File: config.mk
export PLATFORM = sky130hd
export DESIGN_NAME = agc_lock_monitor
export DESIGN_NICKNAME = d
export VERILOG_FILES = /design/src/rtl/agc_lock_monitor.sv
export SDC_FILE = /design/constraint.sdc
export NUM_CORES = 1
export LEC_CHECK = 0
export CAP_MARGIN = 15
export CORE_MARGIN = 2
export CORE_UTILIZATION = 35
export CTS_CLUSTER_SIZE = 8
export DETAILED_ROUTE_END_ITERATION = 8
export PLACE_DENSITY = 0.59
export SLEW_MARGIN = 20
export SYNTH_ARGS = -nofsm -noshare
export SYNTH_HDL_FRONTEND = slang
export SYNTH_SLANG_ARGS = --single-unit
File: constraint.sdc
create_clock -name clk -period 4 [get_ports clk]
set_input_delay 0.6 -clock clk [delete_from_list [all_inputs] [get_ports clk]]
set_output_delay 0.6 -clock clk [all_outputs]
set_load 0.01 [all_outputs]
File: src/rtl/agc_lock_monitor.sv
// AGC output level monitor: per-window average of max(|re|,|im|), lock FSM,
// and the gain_en control that can freeze AGC adaptation once locked.
//
// state   | meaning
// --------+---------------------------------------------------------------
// ACQUIRE | counting consecutive good windows toward lock
// LOCKED  | loop settled; counting consecutive bad windows toward unlock
// SETTLE  | lock just lost; next window is discarded while gain re-adapts
module agc_lock_monitor #(
    parameter int SAMPLE_WH  = 16,
    parameter int SAMPLE_FR  = 15,
    parameter int WIN_LOG2   = 6,
    parameter int TARGET     = 8192,
    parameter int TOL        = 1024,
    parameter int LOCK_CNT   = 4,
    parameter int UNLOCK_CNT = 2
) (
    input  logic                 clk,
    input  logic                 rst,
    input  logic                 in_valid,
    input  logic [SAMPLE_WH-1:0] in_real,
    input  logic [SAMPLE_WH-1:0] in_imag,
    input  logic                 freeze_en,
    output logic                 gain_en,
    output logic                 locked,
    output logic [SAMPLE_WH-1:0] level,
    output logic                 level_valid,
    output logic                 lost
);

    localparam int MAG_W = SAMPLE_WH - 1;
    localparam int ACC_W = SAMPLE_WH - 1 + WIN_LOG2;
    localparam int DW    = SAMPLE_WH + 2;
    localparam int GC_W  = $clog2(LOCK_CNT + 1);
    localparam int BC_W  = $clog2(UNLOCK_CNT + 1);

    if (SAMPLE_FR >= SAMPLE_WH || LOCK_CNT < 1 || UNLOCK_CNT < 1) begin : g_param_check
        $error("agc_lock_monitor: illegal parameter set");
    end

    typedef enum logic [1:0] {ACQUIRE, LOCKED, SETTLE} state_t;

    state_t               state_q, state_d;
    logic [MAG_W-1:0]     mag_q, mag_d;
    logic                 mag_v_q, mag_v_d;
    logic [ACC_W-1:0]     acc_q, acc_d;
    logic [WIN_LOG2-1:0]  cnt_q, cnt_d;
    logic [SAMPLE_WH-1:0] level_q, level_d;
    logic                 level_valid_q, level_valid_d;
    logic                 lost_q, lost_d;
    logic                 locked_q, locked_d;
    logic [GC_W-1:0]      good_cnt_q, good_cnt_d, good_inc;
    logic [BC_W-1:0]      bad_cnt_q, bad_cnt_d, bad_inc;

    logic [ACC_W-1:0]     sum;
    logic [MAG_W-1:0]     avg, abs_re, abs_im;
    logic                 win_done, win_good;
    logic signed [DW-1:0] diff;

    // Most negative code has no positive twin; clamp it to full scale.
    function automatic logic [MAG_W-1:0] sat_abs(input logic [SAMPLE_WH-1:0] x);
        logic [MAG_W-1:0] neg;
        neg = ~x[MAG_W-1:0] + 1'b1;
        if (!x[SAMPLE_WH-1]) return x[MAG_W-1:0];
        if (x[MAG_W-1:0] == '0) return '1;
        return neg;
    endfunction

    always_comb begin
        abs_re   = sat_abs(in_real);
        abs_im   = sat_abs(in_imag);
        mag_d    = in_valid ? ((abs_re > abs_im) ? abs_re : abs_im) : mag_q;
        mag_v_d  = in_valid;

        sum      = acc_q + ACC_W'(mag_q);
        avg      = sum[ACC_W-1:WIN_LOG2];
        win_done = mag_v_q && (cnt_q == '1);
        diff     = $signed(DW'(avg)) - $signed(DW'(TARGET));
        win_good = (diff <= $signed(DW'(TOL))) && (diff >= -$signed(DW'(TOL)));

        acc_d         = acc_q;
        cnt_d         = cnt_q;
        level_d       = level_q;
        level_valid_d = 1'b0;
        if (mag_v_q) begin
            cnt_d = cnt_q + 1'b1;
            acc_d = win_done ? '0 : sum;
        end
        if (win_done) begin
            level_d       = SAMPLE_WH'(avg);
            level_valid_d = 1'b1;
        end
    end

    always_comb begin
        state_d    = state_q;
        good_cnt_d = good_cnt_q;
        bad_cnt_d  = bad_cnt_q;
        lost_d     = 1'b0;
        good_inc   = good_cnt_q + 1'b1;
        bad_inc    = bad_cnt_q + 1'b1;
        if (win_done) begin
            case (state_q)
                ACQUIRE: begin
                    if (!win_good) begin
                        good_cnt_d = '0;
                    end else if (good_inc == GC_W'(LOCK_CNT)) begin
                        state_d    = LOCKED;
                        good_cnt_d = '0;
                        bad_cnt_d  = '0;
                    end else begin
                        good_cnt_d = good_inc;
                    end
                end
                LOCKED: begin
                    if (win_good) begin
                        bad_cnt_d = '0;
                    end else if (bad_inc == BC_W'(UNLOCK_CNT)) begin
                        state_d    = SETTLE;
                        lost_d     = 1'b1;
                        good_cnt_d = '0;
                        bad_cnt_d  = '0;
                    end else begin
                        bad_cnt_d = bad_inc;
                    end
                end
                SETTLE:  state_d = ACQUIRE;
                default: state_d = ACQUIRE;
            endcase
        end
        locked_d = (state_d == LOCKED);
    end

    always_ff @(posedge clk or posedge rst) begin
        if (rst) begin
            state_q       <= ACQUIRE;
            mag_q         <= '0;
            mag_v_q       <= 1'b0;
            acc_q         <= '0;
            cnt_q         <= '0;
            level_q       <= '0;
            level_valid_q <= 1'b0;
            lost_q        <= 1'b0;
            locked_q      <= 1'b0;
            good_cnt_q    <= '0;
            bad_cnt_q     <= '0;
        end else begin
            state_q       <= state_d;
            mag_q         <= mag_d;
            mag_v_q       <= mag_v_d;
            acc_q         <= acc_d;
            cnt_q         <= cnt_d;
            level_q       <= level_d;
            level_valid_q <= level_valid_d;
            lost_q        <= lost_d;
            locked_q      <= locked_d;
            good_cnt_q    <= good_cnt_d;
            bad_cnt_q     <= bad_cnt_d;
        end
    end

    assign level       = level_q;
    assign level_valid = level_valid_q;
    assign lost        = lost_q;
    assign locked      = locked_q;
    assign gain_en     = ~(locked_q & freeze_en);

endmodule

==> Yosys cells after proc, flatten, opt, wreduce, memory -nomap -nowiden <==
Index checks and enable logic that the tools add are counted.
Widths: inputs -> output; s select.
{ "classes": {"n_addsub": 7, "magnitude_cmp": 3, "eq_ne": 9, "mux": 35, "bitwise": 4, "reduce_logical": 8} }
{ "op_table": {"columns": ["cell", "n"], "rows": [
  ["$mux 15", 9],
  ["$add 15x1->15 const B", 2],
  ["$logic_not 15->1", 2],
  ["$not 15->15", 2],
  ["$add 21x15->21", 1],
  ["$mux 21", 1],
  ["$mux 2", 9],
  ["$ge 16x11->1 const B", 1],
  ["$le 16x12->1 const B", 1],
  ["$sub 15x14->16 const B", 1],
  ["$gt 15x15->1", 1],
  ["$mux 3", 4],
  ["$mux 1", 9],
  ["$ne 2x2->1 const B", 4],
  ["$pmux 2 s2", 2],
  ["$reduce_and 4->1", 2],
  ["$add 6x1->6 const B", 1],
  ["$eq 6x6->1 const B", 1],
  ["$pmux 3 s2", 1],
  ["$eq 2x1->1 const B", 2],
  ["$add 3x1->3 const B", 1],
  ["$eq 3x3->1 const B", 1],
  ["$add 2x1->2 const B", 1],
  ["$eq 2x2->1 const B", 1],
  ["other kinds (5)", 6]
]} }
{ "word_totals": {"ff_bits": 68, "input_bits": 36, "output_inout_bits": 20, "wordCells": 77} }

==> Logic depth before layout (Yosys ltp) <==
Gate-level depths: netlist of the first run.
{ "logic_depth": {"depth_word": 8, "depth_mapped": 24, "depth_no_buf": 21} }

==> Worst setup path after synthesis of the first run <==
No wires, ideal clock.
{ "synth_path": {"kind": "in2reg", "from": "in in_imag[0]", "to": "reg mag_q[1]", "setup_time_ps": 137, "t_arrival_ps": 4717, "t_required_ps": 3863, "setup_slack_ps": -854, "cell_stages": 24, "n_path_buf": 3, "cell_sequence": "inv_1 > ha_1 > nand4b_1 > or3_1 > or3_1 > or4_1 > buf_2 > nand3_1 > nand2_1 > o21ai_0 > inv_1 > ha_1 > a21o_1 > a21o_1 > a21oi_1 > nor2b_1 > o21ai_0 > nand2b_1 > a211oi_1 > a211o_1 > clkbuf_1 > buf_2 > mux2i_1 > a21oi_1"} }
{ "synth_between": {"elab_chain_len": 7, "elab_cells_between_ends": 11} }
{ "synth_rtl": {"columns": ["item", "line_no", "text"], "rows": [
  ["start: declaration", "22", "input logic [SAMPLE_WH-1:0] in_imag,"],
  ["branches (longest 4 deep; another with $add 15x1->15)", null, null],
  ["$mux 15 *", "65", "if (x[MAG_W-1:0] == '0) return '1;"],
  ["$gt 15x15->1", "72", "mag_d = in_valid ? ((abs_re > abs_im) ? abs_re : abs_im) : mag_q;"],
  ["$mux 15 *", "72", null],
  ["end signal: assignment", "149", "mag_q <= mag_d;"],
  ["end: declaration", "44", "logic [MAG_W-1:0] mag_q, mag_d;"]
]} }
Every way passes the cells marked *. The select of a mux whose other input is x is not followed.
A chain may end at the register's enable or synchronous reset.

==> Final worst setup path of the first run <==
{ "layout_path": {"from": "in in_real[2]", "to": "reg mag_q[4]"} }
{ "layout_between": {"elab_chain_len": 7, "elab_cells_between_ends": 11} }
{ "layout_rtl": {"columns": ["item", "line_no", "text"], "rows": [
  ["start: declaration", "21", "input logic [SAMPLE_WH-1:0] in_real,"],
  ["branches (longest 4 deep; another with $add 15x1->15)", null, null],
  ["$mux 15 *", "65", null],
  ["$gt 15x15->1", "72", null],
  ["$mux 15 *", "72", null]
]} }
Marks and branches as above.

==> results.json, run 1 <==
{
  "relSlewSlack": 0.500,
  "ys.flop_type": "dfrtp_1",
  "totalWireLength_um": 16000,
  "die_w_um": 125,
  "ant_nets": 0,
  "slew_viol_final": 0,
  "combPwrFrac": 0.573,
  "power_leakage_nw": 3.79,
  "failed_checks": "setup timing",
  "p_int_w": 0.00239,
  "outcome": "complete, but fails checks",
  "slowest_delay_ns": 0.41,
  "layout_min_cycle_time_ns": 4.50,
  "path_buf_inv": 11,
  "required_ns": 4.26,
  "die_h_um": 125,
  "wl_per_cell_um": 15.0,
  "antennaDiodeCount": 0,
  "r2r-end": "good_cnt_q[2]",
  "power_switching_share": 0.413,
  "coreArea_um2": 14500,
  "syn-instance-count": 631,
  "grt_overflow": 0,
  "ys_warn_count": 0,
  "start_util": 0.356,
  "hold_violations": 0,
  "fin_setup_tns_ns": -6.98,
  "finalSetupViolCount": 19,
  "root_buffer": "clkbuf_16",
  "timing.final.ws_setup_ns": -0.499,
  "antenna_found_initial": 0,
  "power_density_nw_per_um2": 501,
  "track_usage": 0.196,
  "crit_path_end_kind": "flip-flop",
  "syn2layout_area_growth_pct": 57.7,
  "cts_tree": "built",
  "seq_area_um2": 1700,
  "via_count": 5731,
  "syn_area_um2": 5160,
  "synth_edf_count": 0,
  "max_freq_ghz": 0.222,
  "crit_cells": 26,
  "h-tree-depth": 3,
  "dp_hpwl_um": 10600,
  "worst_slew_pin_slew_ns": 0.749,
  "n_fill_cell": 1252,
  "syn-num-nets": 704,
  "holdPathStages": 1,
  "vias_per_cell": 5.39,
  "critPathArrivalTime_ns": 4.76,
  "ys_seq_elements": 68,
  "skew_ns": 0.00601,
  "rsz0062_at_grt": "yes",
  "cpMostUsedCell": "buf_4",
  "die_area_um2": 15700,
  "switching_power_w": 0.00168,
  "max-clock-path-buffers": 2,
  "postSynthAreaPerCell_um2": 8.18,
  "cts_buffers": 9,
  "reg2reg_depth": 20,
  "postCtsHoldBufs": 0,
  "power_frac_seq": 0.249,
  "cp_top_family": "buffers and inverters",
  "yosysSeqAreaShare": 0.330,
  "cts.clk_slew.worst_paths_ns": 0.06,
  "drv_cap": 0,
  "drive_gt1_frac": 0.373,
  "io_buffer_count": 54,
  "ys_async_sr_fraction": 1.00,
  "cp_max_fo": 4,
  "p_clk_frac": 0.178,
  "rr_startpoint": "mag_q[0]",
  "multi_input_area_um2": 3570,
  "clk_latency_ns": 0.33,
  "first_pass_iters": 5,
  "grt_max_degree": 39,
  "crit_type": "in2reg",
  "place_congestion": 0.908,
  "utilization": 0.562,
  "hp-start": "cnt_q[5]",
  "cts_sinks": 68,
  "pre_cts_ws_ns": -1.24,
  "hp-class": "reg2reg",
  "first_global_vias": 5481,
  "peakVddDrop_uv": 278,
  "final_nets": 948,
  "grt_pass1_wl_um": 25800,
  "ff2ff_setup_slack_ns": -0.07,
  "crit_path_start_kind": "primary input",
  "holdPathEnd": "cnt_q[5]",
  "drtIter0Drc": 401,
  "netlist-cell-type-count": 68,
  "ioPinCount": 56,
  "crit_slowest_cell": "or3_4",
  "row_count": 44,
  "finalCritPeriodShare": 1.12,
  "drc_errors": 0
}
## per-stage QoR
stage,hold slack (ns),instances,total power [W],cell area (µm²)
floorplan,0.442,631,0.00238,5240
global placement,0.459,961,0.00301,6780
detailed placement,0.467,961,0.00308,6780
CTS,0.476,1045,0.00398,7700
global route,0.490,1064,0.00437,8130
finish,0.476,1064,0.00408,8130
## worst max-delay path by stage
stage          startpoint        end  slack (ns)
2_1_floorplan  in_imag[2]   mag_q[1]       -0.45
3_3_place_gp   in_imag[2]   mag_q[4]       -1.11
3_5_place_dp   in_imag[2]  mag_q[12]       -1.24
4_1_cts        in_imag[4]  mag_q[12]       -0.50
5_1_grt        in_real[2]  mag_q[11]       -0.63
6_report       in_real[2]   mag_q[4]       -0.50
## routing by layer
metal / global-route usage / vias to the layer above / share of wire
met2: 0.345 / 170 / 0.51
met3: 0.0338 / 26 / 0.037
met4: 0.0595 / 0 / 0.020
li1: - / 2769 / -
met5: 0 / - / 0
met1: 0.246 / 2766 / 0.43
## cell usage after synthesis (9+ instances only)
cell      number  area [µm²]
a21oi_1       41         205
buf_2         10        50.1
clkbuf_1      18        67.6
dfrtp_1       68        1700
ha_1          36         450
inv_1         52         195
mux2i_1       12         120
nand2_1       68         255
nand3_1       25         125
nand4_1       14        87.6
nor2_1        43         161
o21a_1        13        97.6
o21ai_0       68         340
o22ai_1       21         131
or3_1         12        75.1
xnor2_1       12         105
xor2_1         9        78.8
## placed cells by master, fill, tap and decap left out, types with 9 or more instances in the layout
| cell | n |
|---|---|
| buf_4 | 200 |
| dfrtp_1 | 68 |
| nand2_1 | 65 |
| o21ai_0 | 50 |
| inv_1 | 45 |
| nor2_1 | 37 |
| a21oi_1 | 36 |
| clkdlybuf4s50_1 | 34 |
| ha_1 | 27 |
| nand3_1 | 21 |
| o22ai_1 | 20 |
| nand4_1 | 14 |
| buf_6 | 14 |
| o21a_1 | 13 |
| mux2i_1 | 12 |
| xnor2_1 | 11 |
| o21ai_1 | 11 |
| xor2_1 | 9 |
| clkbuf_16 | 9 |
## timing repair
item,in CTS,in global routing
gates resized for setup,113,59
pin swaps,44,54
setup endpoints to repair,24,24
buffers inserted,68,23
## state kept, by name, indices dropped and copies added (netlist names)
register,count
lost,1
level,15
state_q,2
mag_q,15
bad_cnt_q,2
locked,1
mag_v_q,1
good_cnt_q,3
level_valid,1
cnt_q,6
acc_q,21
## worst reg2reg max path: stages (launching register included)
cell,delay [ns]
dfrtp_1,0.38
ha_2,0.20
inv_2,0.04
fa_2,0.33
nand2b_4,0.15
a21o_1,0.20
a211oi_4,0.30
a2111oi_4,0.13
nor2_2,0.15
and3_4,0.22
xnor2_4,0.08
ha_4,0.27
nor2b_4,0.13
nand4_1,0.13
o32ai_2,0.32
o211ai_2,0.18
buf_6,0.17
o2111ai_4,0.25
buf_12,0.16
a221oi_2,0.05
o22ai_1,0.16
## area by class of cell
| cell class | count | area share |
|---|---|---|
| sequential | 68 | 0.209 |
| timing repair buffer | 266 | 0.265 |
| clock inverter | 5 | 0.00338 |
| tap | 184 | 0.0283 |
| multi-input combinational | 477 | 0.439 |
| inverter | 53 | 0.0251 |
| clock buffer | 11 | 0.0298 |
## power groups by stage
stage | Sequential, W | Combinational (W) | Clock [W]
after global placement | 0.00101 | 0.00200 | 0
after detailed placement | 0.00102 | 0.00206 | 0
after floorplan | 0.000975 | 0.00141 | 0
after CTS | 0.00101 | 0.00222 | 0.000745
final | 0.00101 | 0.00234 | 0.000726
after global routing | 0.00104 | 0.00256 | 0.000773
## kinds of logic after synthesis
group | Yosys count | synth area share
and+or+nand+nor | 201 | 0.192
muxes | 16 | 0.0320
other | 1 | 0.000727
xor gates and xnor gates | 22 | 0.0388
buffers and inverters | 86 | 0.0667
AOI/OAI and AO/OA | 200 | 0.249
DFF | 68 | 0.330
adders and majority gates | 37 | 0.0912
Note: power is estimated with default switching activity, not from simulation.
==> run 2, diff against run 1 <==
--- a/config.mk
+++ b/config.mk
@@ -7,10 +7,11 @@
 export LEC_CHECK = 0
 export CAP_MARGIN = 15
 export CORE_MARGIN = 2
-export CORE_UTILIZATION = 35
+export CORE_UTILIZATION = 37
+export CTS_BUF_LIST = sky130_fd_sc_hd__clkbuf_16
 export CTS_CLUSTER_SIZE = 8
 export DETAILED_ROUTE_END_ITERATION = 8
-export PLACE_DENSITY = 0.59
+export PLACE_DENSITY = 0.61
 export SLEW_MARGIN = 20
 export SYNTH_ARGS = -nofsm -noshare
 export SYNTH_HDL_FRONTEND = slang
==> run 2 against run 1 <==
The run still ends with setup timing left. First-iteration DRC count down 21%. Global-route usage increased by 0.86 points. Via count decreased by 5.3%. Final cell count decreased by 3.8%. Critical path depth decreased by 2. Wire length is 6.7% lower. Final area down 3.9%. Die area decreased by 5.2%. Count of clock-buffer cells in the layout down 2. Largest cell class unchanged. Largest power group unchanged.
==> results.json, run 2 (synthesized netlist as in run 1, its figures left out) <==
{
  "max-clock-path-buffers": 2,
  "io_buffer_count": 54,
  "place_congestion": 0.967,
  "drive_gt1_frac": 0.329,
  "n_fill_cell": 1220,
  "first_pass_iters": 5,
  "cts_buffers": 9,
  "antenna_found_initial": 0,
  "h-tree-depth": 3,
  "fin_setup_tns_ns": -4.77,
  "drc_errors": 0,
  "die_w_um": 122,
  "hp-start": "cnt_q[5]",
  "hp-class": "reg2reg",
  "final_nets": 912,
  "dp_cells": 956,
  "postCtsHoldBufs": 0,
  "antennaDiodeCount": 0,
  "root_buffer": "clkbuf_16",
  "reg2reg_depth": 19,
  "cp_max_fo": 6,
  "crit_path_start_kind": "primary input",
  "critPathArrivalTime_ns": 4.55,
  "ant_nets": 0,
  "multi_input_area_um2": 3480,
  "largest_reg_flops": 21,
  "crit_type": "in2reg",
  "drtIter0Drc": 317,
  "worst_slew_pin_slew_ns": 0.737,
  "outcome": "complete, but fails checks",
  "rsz0062_at_grt": "yes",
  "die_area_um2": 14900,
  "syn2layout_area_growth_pct": 51.5,
  "drv_cap": 0,
  "fin_cells": 1024,
  "fin_area_um2": 7820,
  "layout_min_cycle_time_ns": 4.35,
  "first_global_vias": 5409,
  "crit_path_end_kind": "flip-flop",
  "grt_overflow": 0,
  "cts.clk_slew.worst_paths_ns": 0.06,
  "peakVddDrop_uv": 306,
  "post_dp_cell_area_um2": 6780,
  "skew_ns": 0.00754,
  "seq_area_um2": 1700,
  "power_density_nw_per_um2": 538,
  "failed_checks": "setup timing",
  "cts_sinks": 68,
  "grt_pass1_wl_um": 24900,
  "layout_commonest_cell": "buf_4",
  "finalCritPeriodShare": 1.09,
  "row_count": 43,
  "holdPathStages": 1,
  "relSlewSlack": 0.507,
  "cts_tree": "built",
  "finalSetupViolCount": 15,
  "ff2ff_setup_slack_ns": 0.02,
  "via_count": 5429,
  "grt_max_degree": 38,
  "r2r-end": "good_cnt_q[2]",
  "slew_viol_final": 0,
  "rr_startpoint": "mag_q[0]",
  "hold_violations": 0,
  "clk_latency_ns": 0.34,
  "whs_ns": 0.473,
  "start_util": 0.375,
  "die_h_um": 122,
  "timing.final.ws_setup_ns": -0.350,
  "largest-register": "acc_q",
  "max_freq_ghz": 0.230,
  "ioPinCount": 56,
  "required_ns": 4.20,
  "holdPathEnd": "cnt_q[5]",
  "power_leakage_nw": 3.61,
  "mostFrequentLayoutCells": "buf_4, dfrtp_1, nand2_1, o21ai_0, inv_1",
  "pre_cts_ws_ns": -1.24,
  "wl_per_cell_um": 14.5,
  "totalWireLength_um": 14900,
  "dp_hpwl_um": 10600,
  "track_usage": 0.205,
  "coreArea_um2": 13800,
  "vias_per_cell": 5.30
}
==> run 2: cell types whose count changed in the layout (fill, tap and decap cells not counted), sizes merged <==
cell / delta
clkdlybuf4s50: +1
clkdlybuf4s15: +7
clkbuf: -5
dlymetal6s2s: -1
buf: -41
clkinv: -1
bufinv: +3
dlygate4sd2: +1
==> run 2: final cells by class <==
type                    instances  share of cell area
flip-flops and latches         68               0.218
clock inverters                 7              0.0147
inverters                      53              0.0255
multi-input cells             477               0.445
clock buffers                   9              0.0288
repair buffers                230               0.240
well taps                     180              0.0288
==> run 2: power breakdown <==
group | total [W] | internal (W) | switching [W]
logic | 0.00228 | 0.00107 | 0.00121
clock network | 0.000907 | 0.000606 | 0.000301
registers | 0.00101 | 0.000866 | 0.000146
==> run 2: stage by stage <==
step / utilization / total power [W]
after CTS: 0.554 / 0.00414
after detailed placement: 0.492 / 0.00308
after floorplan: - / 0.00238
after global placement: 0.492 / 0.00301
final: 0.567 / 0.00420
after global routing: 0.567 / 0.00450
==> run 2: worst max path at each step <==
stage,from,end,slack (ns),cells after the start
after floorplan,in_imag[2],mag_q[1],-0.45,23
after global placement,in_imag[2],mag_q[4],-1.12,21
after detailed placement,in_imag[2],mag_q[12],-1.24,21
after CTS,in_imag[4],mag_q[12],-0.43,22
after global routing,in_imag[4],mag_q[6],-0.58,24
final,in_imag[4],mag_q[1],-0.35,24
==> run 2: per-layer routing <==
metal | share of wire | track usage | up-vias
met1 | 0.43 | 0.254 | 2577
met5 | 0 | 0 | -
met4 | 0.025 | 0.0733 | 0
met2 | 0.51 | 0.356 | 126
met3 | 0.035 | 0.0365 | 40
li1 | - | - | 2686
==> run 2: worst max-delay path, stage by stage <==
cell,delay (ns)
buf_8,0.10
nor3_4,0.18
nand4b_1,0.15
or3_4,0.35
or3_4,0.36
nor4_4,0.26
buf_4,0.20
buf_6,0.10
o21a_1,0.12
nor2_2,0.04
a31oi_2,0.20
inv_1,0.07
ha_2,0.16
a21o_1,0.17
a21o_1,0.16
a21oi_2,0.11
nor2b_1,0.05
o21ai_1,0.12
nand2b_1,0.11
a211oi_2,0.20
a211o_1,0.27
buf_6,0.17
mux2i_2,0.22
a21oi_1,0.08
==> run 2: repair_timing <==
action	in CTS	in global routing
setup buffers	42	11
endpoints found under the setup margin	23	24
gates resized for setup	105	28
pin swaps	55	36
==> edit (settings of run 2) <==
`UNLOCK_CNT`: 2 -> 4.
--- a/src/rtl/agc_lock_monitor.sv
+++ b/src/rtl/agc_lock_monitor.sv
@@ -15,3 +15,3 @@
     parameter int LOCK_CNT   = 4,
-    parameter int UNLOCK_CNT = 2
+    parameter int UNLOCK_CNT = 4
 ) (
Formal check against the unedited RTL: no difference found for any inputs over 10 cycles, from zero or initial values and one cycle with rst high; that may be too few to reach the edited logic, so the function may still have changed.
==> edit against run 2 <==
The flow still finishes with violations (setup timing). Routed wire length is 0.76% lower. Sequential cell count increased by 1. Synthesized area is 1.6% higher. Worst setup slack improved by 120 ps. First-iteration DRC count up 3.2%. Count of clock-buffer cells in the layout did not move. Critical path depth shrank 5. Die area is 1.5% higher. Total power down 11%. Largest cell class unchanged. Combinational power down 17%. Final area is 5.5% lower. Cell count shrank 2.9%. Sequential power barely moved. Highest routed layer unchanged.
==> edit: results (changes against run 2) <==
| Metric | Value |
|---|---|
| Critical Path Max Stage Delay | `440 ps (+80 ps)` |
| Post-synthesis instance total | `651 (+3.2%)` |
| Adder-Cell Fraction of Synth Area | `9.46% (+0.34 points)` |
| Number of cell instances on the worst register-to-register path | `13 (-6)` |
| Mux contribution to synthesized area | `2.94% (-0.26 points)` |
| Multi-input comb cells | `513 (+7.5%)` |
| Wire length of the first global-routing pass | `24200 µm (-2.8%)` |
| Worst R2R Setup Slack | `210 ps (+190 ps)` |
| Worst Hold Path EP | `level[13]$_DFFE_PP0P_` |
| Inverter count of the layout excluding clock inverters | `38 (-28%)` |
| Register area share after synthesis | `33.0% (-0.034 points)` |
| End of the critical path | `mag_q[2]$_DFFE_PP0P_` |
| Leading cell types by count after synthesis | `sky130_fd_sc_hd__nand2_1, sky130_fd_sc_hd__o21ai_0, sky130_fd_sc_hd__dfrtp_1, sky130_fd_sc_hd__nor2_1, sky130_fd_sc_hd__a21oi_1` |
| Final clock-cell share | `4.15% (-0.20 points)` |
| DRT met1 WL | `6910 µm (+6.9%)` |
| Seq cells post-synth | `69 (+1.5%)` |
| Number of global-route vias before repair | `5208 (-3.7%)` |
| Worst flop-to-flop path startpoint | `mag_q[1]$_DFFE_PP0P_` |
| Number of stages on the worst hold path | `2 (+1)` |
| Start point of the critical path | `in_imag[0]` |
| Number of buffers added for setup after CTS | `13 (-69%)` |
| Final Skew | `5.44 ps (-2.10 ps)` |
| Library cell contributing the largest single delay on the critical path | `sky130_fd_sc_hd__or4_4` |
| Weighted congestion reported at the end of routability-driven placement | `0.880 (-9.1%)` |
| Setup-violating endpoint count in the final report | `15 (unchanged)` |
| Routed met2 length | `7090 µm (-5.9%)` |
| Transition at the pin with the smallest max-transition slack | `1080 ps (+338 ps)` |
| Met3 wire length | `557 µm (+7.5%)` |
| Power dissipated in combinational cells | `1.90 mW (-17%)` |
| Min-Delay Startpoint | `level[13]$_DFFE_PP0P_` |
| Violations in the final reports | `setup timing` |
| Net switching fraction of the power | `39.6% (+0.13 points)` |
| Flip-flop and latch share of the layout cell area | `23.4% (+1.6 points)` |
| Total number of vias | `5448 (+0.35%)` |
| Slack of the critical path | `-233 ps (+117 ps)` |
| Met1 routing resource usage after global routing | `26.1% (+0.70 points)` |
| Met2 track demand over resource | `32.8% (-2.8 points)` |
| Proportion of cell area occupied by multi-input gates | `47.5% (+3.0 points)` |
| Final #Nets | `884 (-3.1%)` |
| Xor/xnor cell area share of the yosys netlist | `2.84% (-1.0 points)` |
| Number of different library cells in the post-synthesis netlist | `62 (-8.8%)` |
| Reg2reg end | `bad_cnt_q[2]$_DFFE_PP0P_` |
| Routed WL | `14800 µm (-0.76%)` |
| Outcome | `finished with violations` |
| Compound-Gate Fraction of Synth Area | `25.7% (+0.86 points)` |
| Largest net degree at the start of global routing | `70 (+84%)` |
| Placed Cells incl. Taps | `954 (-0.21%)` |
| Cell leakage power | `3.34 nW (-7.4%)` |
| Clock share of power | `21.9% (+0.3 points)` |
| Resized Gates After CTS | `53 (-50%)` |
-- edit: cell types whose count changed after synthesis, moves of 5 or more --
cell	change
sky130_fd_sc_hd__nand3_1	-5
sky130_fd_sc_hd__o22ai_1	-14
sky130_fd_sc_hd__o211ai_1	+5
sky130_fd_sc_hd__nand2_1	+17
sky130_fd_sc_hd__o21ai_0	+10
sky130_fd_sc_hd__o2bb2ai_1	+15
sky130_fd_sc_hd__inv_1	-15
sky130_fd_sc_hd__buf_2	-7
sky130_fd_sc_hd__o21a_1	-5
sky130_fd_sc_hd__clkbuf_1	+8
-- edit: through the flow --
stage	setup TNS, ps	power, mW	instance area (µm²)	hold WS, ps	worst slack [ps]
after global routing	-5880	4.03	7390	508	-426
after floorplan	-4630	2.24	5300	442	-422
after detailed placement	-16650	2.83	6670	474	-1160
after global placement	-14470	2.77	6670	459	-997
after CTS	-6360	3.71	7180	486	-449
final	-3240	3.73	7390	476	-233
